[config.mk]
export PLATFORM = sky130hd
export DESIGN_NAME = elevator_call_scheduler
export DESIGN_NICKNAME = d
export VERILOG_FILES = /design/src/rtl/elevator_pkg.sv /design/src/rtl/elevator_call_scheduler_call_scan.sv /design/src/rtl/elevator_call_scheduler.sv
export SDC_FILE = /design/constraint.sdc
export NUM_CORES = 1
export LEC_CHECK = 0
export BUFFER_PORTS_ARGS = -buffer_cell sky130_fd_sc_hd__buf_2
export CAP_MARGIN = 30
export CORE_ASPECT_RATIO = 1.25
export CORE_MARGIN = 3
export CORE_UTILIZATION = 36
export CTS_BUF_LIST = sky130_fd_sc_hd__clkbuf_4
export DETAILED_ROUTE_END_ITERATION = 10
export PLACE_DENSITY = 0.64
export REMOVE_ABC_BUFFERS = 1
export SLEW_MARGIN = 20
export SYNTH_ARGS = -nofsm -noshare
export SYNTH_HDL_FRONTEND = slang
export SYNTH_SLANG_ARGS = --single-unit
export TNS_END_PERCENT = 1
[constraint.sdc]
create_clock -name clk -period 2 [get_ports clk]
set_clock_uncertainty 0.15 [all_clocks]
set_input_delay 0.4 -clock clk [delete_from_list [all_inputs] [get_ports clk]]
set_output_delay 0.4 -clock clk [all_outputs]
set_load 0.01 [all_outputs]
[src/rtl/elevator_pkg.sv]
// Shared definitions for the elevator call scheduler: floor count, motion
// encodings, FSM state enum and small helpers.
package elevator_pkg;

    localparam int NUM_FLOORS = 4;
    localparam int FLOOR_W    = $clog2(NUM_FLOORS);

    localparam logic [1:0] MOVE_STOP = 2'b00;
    localparam logic [1:0] MOVE_UP   = 2'b01;
    localparam logic [1:0] MOVE_DOWN = 2'b10;

    typedef enum logic [2:0] {
        IDLE = 3'd0,
        UP   = 3'd1,
        DOWN = 3'd2,
        OPEN = 3'd3,
        HALT = 3'd4
    } state_e;

    function automatic logic [NUM_FLOORS-1:0] floor_onehot(input logic [FLOOR_W-1:0] f);
        logic [NUM_FLOORS-1:0] one;
        one = {{(NUM_FLOORS-1){1'b0}}, 1'b1};
        return one << f;
    endfunction

    function automatic logic [1:0] move_of(input state_e st);
        logic [1:0] mv;
        case (st)
            UP:      mv = MOVE_UP;
            DOWN:    mv = MOVE_DOWN;
            default: mv = MOVE_STOP;
        endcase
        return mv;
    endfunction

endpackage

[src/rtl/elevator_call_scheduler_call_scan.sv]
// Combinational scan of the pending-call vector relative to the car position:
// any call above, any call below, and a call at the current floor.
module call_scan
    import elevator_pkg::*;
(
    input  logic [NUM_FLOORS-1:0] pending,
    input  logic [FLOOR_W-1:0]    cur_floor,
    output logic                  above,
    output logic                  below,
    output logic                  here
);

    logic above_s;
    logic below_s;

    // OR-reduce the pending calls on each side of the current floor
    always_comb begin
        above_s = 1'b0;
        below_s = 1'b0;
        for (int i = 0; i < NUM_FLOORS; i++) begin
            above_s = above_s | (pending[i] & (FLOOR_W'(i) > cur_floor));
            below_s = below_s | (pending[i] & (FLOOR_W'(i) < cur_floor));
        end
    end

    assign above = above_s;
    assign below = below_s;
    assign here  = pending[cur_floor];

endmodule

[src/rtl/elevator_call_scheduler.sv]
// Collective-sweep call scheduler for a 4-floor car: latches calls, drives
// the motion command and door-open pulse, and freezes on emergency.
module elevator_call_scheduler
    import elevator_pkg::*;
(
    input  logic                  clk,
    input  logic                  rst,
    input  logic [NUM_FLOORS-1:0] hall_req,
    input  logic [NUM_FLOORS-1:0] cab_req,
    input  logic [FLOOR_W-1:0]    cur_floor,
    input  logic                  at_floor,
    input  logic                  door_done,
    input  logic                  emergency,
    output logic [1:0]            move_cmd,
    output logic                  open_req,
    output logic [NUM_FLOORS-1:0] pending,
    output logic                  dir_up,
    output logic [2:0]            state_dbg
);

    state_e                state_r;
    state_e                state_nxt_s;
    logic [NUM_FLOORS-1:0] pending_r;
    logic                  dir_up_r;
    logic [1:0]            move_cmd_r;
    logic                  open_req_r;
    logic [2:0]            state_dbg_r;

    logic                  above_s;
    logic                  below_s;
    logic                  here_s;
    logic [NUM_FLOORS-1:0] clear_mask_s;

    call_scan u_call_scan (
        .pending   (pending_r),
        .cur_floor (cur_floor),
        .above     (above_s),
        .below     (below_s),
        .here      (here_s)
    );

    // Next-state selection; emergency overrides every other transition
    always_comb begin
        state_nxt_s = state_r;
        if (emergency) begin
            state_nxt_s = HALT;
        end else begin
            case (state_r)
                IDLE: begin
                    if (!at_floor) begin
                        state_nxt_s = IDLE;
                    end else if (here_s) begin
                        state_nxt_s = OPEN;
                    end else if (dir_up_r) begin
                        if (above_s) begin
                            state_nxt_s = UP;
                        end else if (below_s) begin
                            state_nxt_s = DOWN;
                        end else begin
                            state_nxt_s = IDLE;
                        end
                    end else begin
                        if (below_s) begin
                            state_nxt_s = DOWN;
                        end else if (above_s) begin
                            state_nxt_s = UP;
                        end else begin
                            state_nxt_s = IDLE;
                        end
                    end
                end
                UP: begin
                    if (at_floor && here_s) begin
                        state_nxt_s = OPEN;
                    end else if (at_floor && !above_s) begin
                        state_nxt_s = IDLE;
                    end else begin
                        state_nxt_s = UP;
                    end
                end
                DOWN: begin
                    if (at_floor && here_s) begin
                        state_nxt_s = OPEN;
                    end else if (at_floor && !below_s) begin
                        state_nxt_s = IDLE;
                    end else begin
                        state_nxt_s = DOWN;
                    end
                end
                OPEN: begin
                    if (door_done) begin
                        state_nxt_s = IDLE;
                    end else begin
                        state_nxt_s = OPEN;
                    end
                end
                HALT:    state_nxt_s = IDLE;
                default: state_nxt_s = IDLE;
            endcase
        end
    end

    // Absorb calls for the served floor on OPEN entry and throughout OPEN
    always_comb begin
        clear_mask_s = {NUM_FLOORS{1'b0}};
        if ((state_nxt_s == OPEN) || (state_r == OPEN)) begin
            clear_mask_s = floor_onehot(cur_floor);
        end else begin
            clear_mask_s = {NUM_FLOORS{1'b0}};
        end
    end

    // State, call latch and registered Moore outputs (aligned with next state)
    always_ff @(posedge clk) begin
        if (rst) begin
            state_r     <= IDLE;
            pending_r   <= {NUM_FLOORS{1'b0}};
            dir_up_r    <= 1'b1;
            move_cmd_r  <= MOVE_STOP;
            open_req_r  <= 1'b0;
            state_dbg_r <= IDLE;
        end else begin
            state_r     <= state_nxt_s;
            pending_r   <= (pending_r | hall_req | cab_req) & ~clear_mask_s;
            if (state_nxt_s == UP) begin
                dir_up_r <= 1'b1;
            end else if (state_nxt_s == DOWN) begin
                dir_up_r <= 1'b0;
            end else begin
                dir_up_r <= dir_up_r;
            end
            move_cmd_r  <= move_of(state_nxt_s);
            open_req_r  <= (state_nxt_s == OPEN) && (state_r != OPEN);
            state_dbg_r <= state_nxt_s;
        end
    end

    assign move_cmd  = move_cmd_r;
    assign open_req  = open_req_r;
    assign pending   = pending_r;
    assign dir_up    = dir_up_r;
    assign state_dbg = state_dbg_r;

endmodule

# ---- Yosys cells after proc, flatten, opt, wreduce, memory -nomap -nowiden
# Index checks and enable logic that the tools add are counted.
dict set report totals {
  reg_bits 11
  out_inout_bits 11
  elab_cells 67
}
dict set report classes {
  n_lt_le_gt_ge 9
  eq_ne 7
  shift 1
  mux 18
  n_bitwise 18
  n_reduce_logical 9
}
# op count
set ops {}
lappend ops {{$mux 2} 7}
lappend ops {{$eq 3x2->1 const B} 4}
lappend ops {{$mux 3} 4}
lappend ops {{$pmux 3 s4} 1}
lappend ops {{$and 1x1->1} 8}
lappend ops {{$or 4x4->4} 2}
lappend ops {{$eq 3x1->1 const B} 2}
lappend ops {{$or 1x1->1} 6}
lappend ops {{$and 4x4->4} 1}
lappend ops {{$gt 1x2->1 const A} 2}
lappend ops {{$gt 2x2->1 const A} 2}
lappend ops {{$logic_and 1x1->1} 4}
lappend ops {{$lt 1x2->1 const A} 2}
lappend ops {{$lt 2x2->1 const A} 2}
lappend ops {{$mux 4} 1}
lappend ops {{$not 4->4} 1}
lappend ops {{$pmux 2 s2} 1}
lappend ops {{$shl 1x2->4 const A} 1}
lappend ops {{$logic_not 3->1} 1}
lappend ops {{$lt 2x3->1 const B} 1}
lappend ops {{$mux 1} 3}
lappend ops {{$ne 3x2->1 const B} 1}
lappend ops {{$bmux 1 s2} 1}
lappend ops {{$logic_not 1->1} 2}
lappend ops {{2 further kinds} 2}

# ---- Longest topological paths before layout
dict set report depth {
  ltp_word 17
  ltp_mapped 6
  ltp_nobuf 6
}

# ---- Hierarchy
# A second synthesis with hierarchy kept.
dict set report unflattened {
  hier_cells 65
  area_unflattened_um2 580.6
}
# module instances cells_per_inst area_per_inst_um2 seq_area_each_um2
set modules_own_cells {}
lappend modules_own_cells {elevator_call_scheduler 1 56 520.5 220.2}
lappend modules_own_cells {call_scan 1 9 60.1 0.0}

# ---- Worst setup path after synthesis
# Ideal clock, no wire load.
dict set report synth_timing {
  path_type {in2reg}
  from {input port cur_floor[0]}
  to {register move_cmd_r[1] (netlist: move_cmd[1])}
  setup_ps 116
  arrival_time_ps 1807
  t_required_ps 1734
  setup_slack_ps -72
  path_stages 5
  n_path_buf 0
  cell_sequence {mux4_2 and3_4 a2111oi_4 and2_1 nor4_1}
}
dict set report synth_via {
  elab_chain_cells 14
  elab_cells_between_ends 45
  classes_between {order compare: 8; eq/ne: 2; mux: 16; bitwise: 14; reduce/logical: 5}
}
# element line_no
set synth_lines {}
lappend synth_lines {{start: declaration} elevator_call_scheduler.sv:10} ;# input logic [FLOOR_W-1:0] cur_floor,
lappend synth_lines {{$gt 1x2->1 / $lt 1x2->1 (equally long branches)} {elevator_call_scheduler_call_scan.sv:21, elevator_call_scheduler_call_scan.sv:22}}
lappend synth_lines {{$and 1x1->1 (on tied branches)} {elevator_call_scheduler_call_scan.sv:21, elevator_call_scheduler_call_scan.sv:22}}
lappend synth_lines {{$or 1x1->1 (on tied branches) (3 in a row)} {elevator_call_scheduler_call_scan.sv:21, elevator_call_scheduler_call_scan.sv:22}}
lappend synth_lines {{$mux 1 / $mux 2 (equally long branches)} {elevator_call_scheduler.sv:65, elevator_call_scheduler.sv:57}}
lappend synth_lines {{$mux 2 (on tied branches)} {elevator_call_scheduler.sv:63, elevator_call_scheduler.sv:55}}
lappend synth_lines {{$mux 3} elevator_call_scheduler.sv:54} ;# end else if (dir_up_r) begin
lappend synth_lines {{$mux 3} elevator_call_scheduler.sv:52} ;# end else if (here_s) begin
lappend synth_lines {{$mux 3} elevator_call_scheduler.sv:50} ;# if (!at_floor) begin
lappend synth_lines {{$pmux 3 s4 (*)} elevator_call_scheduler.sv:48} ;# case (state_r)
lappend synth_lines {{$mux 3 (*)} elevator_call_scheduler.sv:45} ;# if (emergency) begin
lappend synth_lines {{$eq 3x2->1 / $eq 3x1->1 (equally long branches)} elevator_pkg.sv:28} ;# case (st)
lappend synth_lines {{$pmux 2 s2 (*)} elevator_pkg.sv:28}
lappend synth_lines {{end signal: assignment} elevator_call_scheduler.sv:132} ;# move_cmd_r <= move_of(state_nxt_s);
lappend synth_lines {{end: declaration} elevator_call_scheduler.sv:25} ;# logic [1:0] move_cmd_r;
# Every way passes the cells marked *; elsewhere a longest branch is shown, timed or not. The select of a mux whose other input is x is not followed.
# A chain may end at the register's enable or synchronous reset.

# ---- Worst setup path in the final report
dict set report layout_timing {
  from {register pending_r[1] (netlist: pending[1])}
  to {register pending_r[3] (netlist: pending[3])}
}
dict set report layout_via {
  elab_chain_cells 16
  elab_cells_between_ends 33
  classes_between {eq/ne: 1; mux: 16; bitwise: 10; reduce/logical: 6}
}
# element line_no
set layout_lines {}
lappend layout_lines {{start: declaration} elevator_call_scheduler.sv:23} ;# logic [NUM_FLOORS-1:0] pending_r;
lappend layout_lines {{start signal: assignment} elevator_call_scheduler.sv:117} ;# pending_r <= {NUM_FLOORS{1'b0}};
lappend layout_lines {{start signal: assignment} elevator_call_scheduler.sv:124} ;# pending_r <= (pending_r | hall_req | cab_req) & ~clear_mask_s;
lappend layout_lines {{$and 1x1->1 (on tied branches)} {elevator_call_scheduler_call_scan.sv:21, elevator_call_scheduler_call_scan.sv:22}}
lappend layout_lines {{$or 1x1->1 (on tied branches) (3 in a row)} {elevator_call_scheduler_call_scan.sv:21, elevator_call_scheduler_call_scan.sv:22}}
lappend layout_lines {{$mux 1 / $mux 2 (equally long branches)} {elevator_call_scheduler.sv:65, elevator_call_scheduler.sv:57}}
lappend layout_lines {{$mux 2 (on tied branches)} {elevator_call_scheduler.sv:63, elevator_call_scheduler.sv:55}}
lappend layout_lines {{$mux 3} elevator_call_scheduler.sv:54}
lappend layout_lines {{$mux 3} elevator_call_scheduler.sv:52}
lappend layout_lines {{$mux 3} elevator_call_scheduler.sv:50}
lappend layout_lines {{$pmux 3 s4 (*)} elevator_call_scheduler.sv:48}
lappend layout_lines {{$mux 3 (*)} elevator_call_scheduler.sv:45}
lappend layout_lines {{$eq 3x2->1 (*)} elevator_call_scheduler.sv:106} ;# if ((state_nxt_s == OPEN) || (state_r == OPEN)) begin
lappend layout_lines {{$logic_or 1x1->1 (*)} elevator_call_scheduler.sv:106}
lappend layout_lines {{$mux 4 (*)} elevator_call_scheduler.sv:106}
lappend layout_lines {{$not 4->4 (*)} elevator_call_scheduler.sv:124}
lappend layout_lines {{$and 4x4->4 (*)} elevator_call_scheduler.sv:124}
# Marks and branches as above.

==> impl_metrics.env <==
export IMPL_result_of_the_run="finished with violations"
export IMPL_violated_checks="setup timing"
export IMPL_hold_path_depth=2
export IMPL_antenna_diode_count=0
export IMPL_die_area_sq_um=2350
export IMPL_cts_max_level=1
export IMPL_wirelength_mm=1.76
export IMPL_synth_top_area_share_pct=33.9
export IMPL_finalHoldViolCount=0
export IMPL_timing_critical_path_required_ps=2040
export IMPL_finalWorstPathRequiredPeriod_ps=2010
export IMPL_cts_inserted_buffers=3
export IMPL_route_detailed_vias_per_inst=5.43
export IMPL_synth_cell_area_sq_um=649
export IMPL_synth_sequential_area_ratio_pct=33.9
export IMPL_core_area_sq_um=1640
export IMPL_power_per_cell_area_nw_per_um2=601
export IMPL_synth_top_cells_by_area="sky130_fd_sc_hd__dfxtp_1 (34%), sky130_fd_sc_hd__a21oi_1 (7.7%), sky130_fd_sc_hd__a2111oi_4 (4.2%)"
export IMPL_postSynthCellCount=75
export IMPL_commonest_cells_in_the_synthesized_netlist="sky130_fd_sc_hd__dfxtp_1 (11), sky130_fd_sc_hd__a21oi_1 (10), sky130_fd_sc_hd__nor2_1 (7), sky130_fd_sc_hd__o21ai_0 (5), sky130_fd_sc_hd__nor3_1 (4)"
export IMPL_asyncSetResetFlopFracSynth_pct=0
export IMPL_grt_overflow_total=0
export IMPL_grt_max_degree=9
export IMPL_reg2reg_setup_slack_ps=-10
export IMPL_layout_setup_ws_ps=-10.1
export IMPL_final_layout_size_suffix_gt1_share_pct=44.9
export IMPL_insertion_delay_ps=260
export IMPL_synth_cell_types=31
export IMPL_worst_r2r_path_depth=6
export IMPL_io_pins=26
export IMPL_ys_dominant_reg_cell="sky130_fd_sc_hd__dfxtp_1"
export IMPL_max_slew_margin_rel_pct=65.5
export IMPL_worst_hold_path_type="input port to register"
export IMPL_dieWidth_microns=44.0
export IMPL_route_vias_total=738
export IMPL_slew_at_the_pin_closest_to_its_max_slew_limit_ps=517
export IMPL_initial_core_util_pct=39.6
export IMPL_height_of_the_die_microns=53.5
export IMPL_maximum_operating_frequency_mhz=497
export IMPL_timing_setup_critical_path_class="register to register"
export IMPL_detailed_place_area_sq_um=902
export IMPL_clock_tree_root_cell="sky130_fd_sc_hd__clkbuf_4"
export IMPL_final_nets=134
export IMPL_start_kind="register"
export IMPL_antenna_violations_before_repair=0
export IMPL_post_detailed_placement_half_perimeter_wirelength_mm=1.47
export IMPL_tritoncts="yes"
export IMPL_syn_to_final_growth_pct=46.2
export IMPL_finalCritPeriodShare_pct=101
export IMPL_p_sw_mw=0.160
export IMPL_placement_io_buffers=25
export IMPL_synth_area_per_cell_sq_um=8.66
export IMPL_power_leakage_nw=0.443
export IMPL_route_detailed_drc=0
export IMPL_timing_critical_path_arrival_ps=2050
export IMPL_count_of_flip_flops_with_a_built_in_enable_after_synthesis=0
export IMPL_critPathMaxFanout=5
export IMPL_power_clock_fraction_pct=27.6
export IMPL_clock_sinks=11
export IMPL_postCtsSetupRepairBufs=0
export IMPL_internal_power_summed_over_all_cells_mw=0.410
export IMPL_seq_power_share_pct=42.7
export IMPL_final_util_pct=57.9
export IMPL_placementRows=16
export IMPL_ant_nets=0
export IMPL_cap_violations=0
export IMPL_postSynthRegisterBits=11
export IMPL_source_of_the_worst_register_to_register_timing_path="pending[1]$_SDFF_PP0_"
export IMPL_ctsHoldBuffers=0
export IMPL_hold_path_endpoint="state_dbg[2]$_SDFF_PP0_"
export IMPL_yosys_warnings=0
export IMPL_min_from="emergency"
export IMPL_fin_tns_setup_ps=-10.1
export IMPL_vdd_drop_max_uv=465
export IMPL_avgRoutedWirePerCell_microns=12.9
export IMPL_drc_violation_total_after_the_first_tritonroute_iteration=3
export IMPL_end_kind="register"
export IMPL_routabilityCongestion=0.832
export IMPL_netSwitchingFraction_pct=28.0
export IMPL_cts_reportedPaths_clkPinSlew_ps=70
export IMPL_grt_pass1_vias=699
export IMPL_worst_hold_slack_ps=228
export IMPL_clock_tree_buffer_depth=2
export IMPL_finalInstanceArea_sq_um=950
export IMPL_reg2reg_to="pending[3]$_SDFF_PP0_"
export IMPL_post_synth_top_count_cell="sky130_fd_sc_hd__dfxtp_1"
export IMPL_combinational_cell_fraction_of_total_power_pct=29.6
export IMPL_synth_largest_area_cell="sky130_fd_sc_hd__dfxtp_1"
export IMPL_drt_pre_antenna_iters=4
export IMPL_setup_viol=1
export IMPL_global_route_usage_total_pct=15.9
export IMPL_grt_pass1_wl_mm=2.87
export IMPL_number_of_max_slew_violations_in_the_final_report=0
export IMPL_rsz0062_at_grt="true"
## logic make-up after synthesis
logic type,after synthesis,synth area share (%)
AOI/OAI and AO/OA,31,34.5
buffers and inverters,1,0.577
DFF,11,33.9
muxes,1,3.47
and+or+nand+nor,31,27.6
## worst max-delay path by stage
stage	startpoint	endpoint	slack, ps	depth (start not counted)
2_1_floorplan	cur_floor[0]	move_cmd[1]$_SDFF_PP0_	-70	5
3_3_place_gp	cur_floor[0]	dir_up$_SDFFE_PP1N_	-260	6
3_5_place_dp	cur_floor[0]	dir_up$_SDFFE_PP1N_	-260	6
4_1_cts	pending[1]$_SDFF_PP0_	pending[3]$_SDFF_PP0_	20	6
5_1_grt	pending[1]$_SDFF_PP0_	pending[3]$_SDFF_PP0_	-90	6
6_report	pending[1]$_SDFF_PP0_	pending[3]$_SDFF_PP0_	-10	6
## metal layers
layer  track usage (%)  wire length (microns)  up-vias
met5                 0                      0        -
met2              29.9                    940       13
li1                  -                      -      379
met1              18.3                    763      346
met4              1.51                      0        0
met3              4.08                     55        0
## state kept, by name (all words and copies together) (netlist names)
register and count:
open_req 1, pending 4, dir_up 1, move_cmd 2
state_dbg 3
## through the flow
stage | total power, mW | setup slack [ps] | instances
floorplan | 0.334 | -72.4 | 75
finish | 0.570 | -10.1 | 136
detailed placement | 0.413 | -262 | 132
CTS | 0.576 | 19.0 | 136
global placement | 0.412 | -258 | 132
global route | 0.606 | -89.4 | 136
## what timing repair did
| item | in CTS | in global routing |
|---|---|---|
| pin swaps | 0 | 7 |
| setup endpoints to repair | 1 | 9 |
| resized for setup | 2 | 3 |
## critical path: stages, from the launching register on
cell and delay, ps:
sky130_fd_sc_hd__dfxtp_4 360, sky130_fd_sc_hd__mux4_2 470, sky130_fd_sc_hd__and3_4 200, sky130_fd_sc_hd__a2111oi_4 390, sky130_fd_sc_hd__buf_4 200, sky130_fd_sc_hd__a21oi_1 60, sky130_fd_sc_hd__a21oi_1 120
## cells in the final DEF, fill, tap and decap left out, drive strengths merged, types with 2 or more instances in the layout
cell,n
nand2b,2
nor3,4
or2,3
dfxtp,11
a21boi,2
nor2,7
a2bb2oi,2
clkbuf,4
o21bai,2
nor2b,2
a21oi,10
o21ai,5
buf,39
a21o,3
nor3b,3
nand2,2
## area by class of cell
class | instances | area, sq um
Inverter | 1 | 3.75
Tap cell | 18 | 22.5
Sequential cell | 11 | 224
Fill cell | 168 | 692
Clock buffer | 4 | 30.0
Timing Repair Buffer | 39 | 230
Multi-Input combinational cell | 63 | 439
## power groups by stage
stage	Clock, mW	Combinational (mW)	Sequential [mW]
after CTS	0.163	0.168	0.244
after global routing	0.174	0.186	0.245
after floorplan	0	0.0789	0.255
after global placement	0	0.164	0.248
final	0.158	0.169	0.244
after detailed placement	0	0.164	0.249
(Power assumes the default switching activity.)
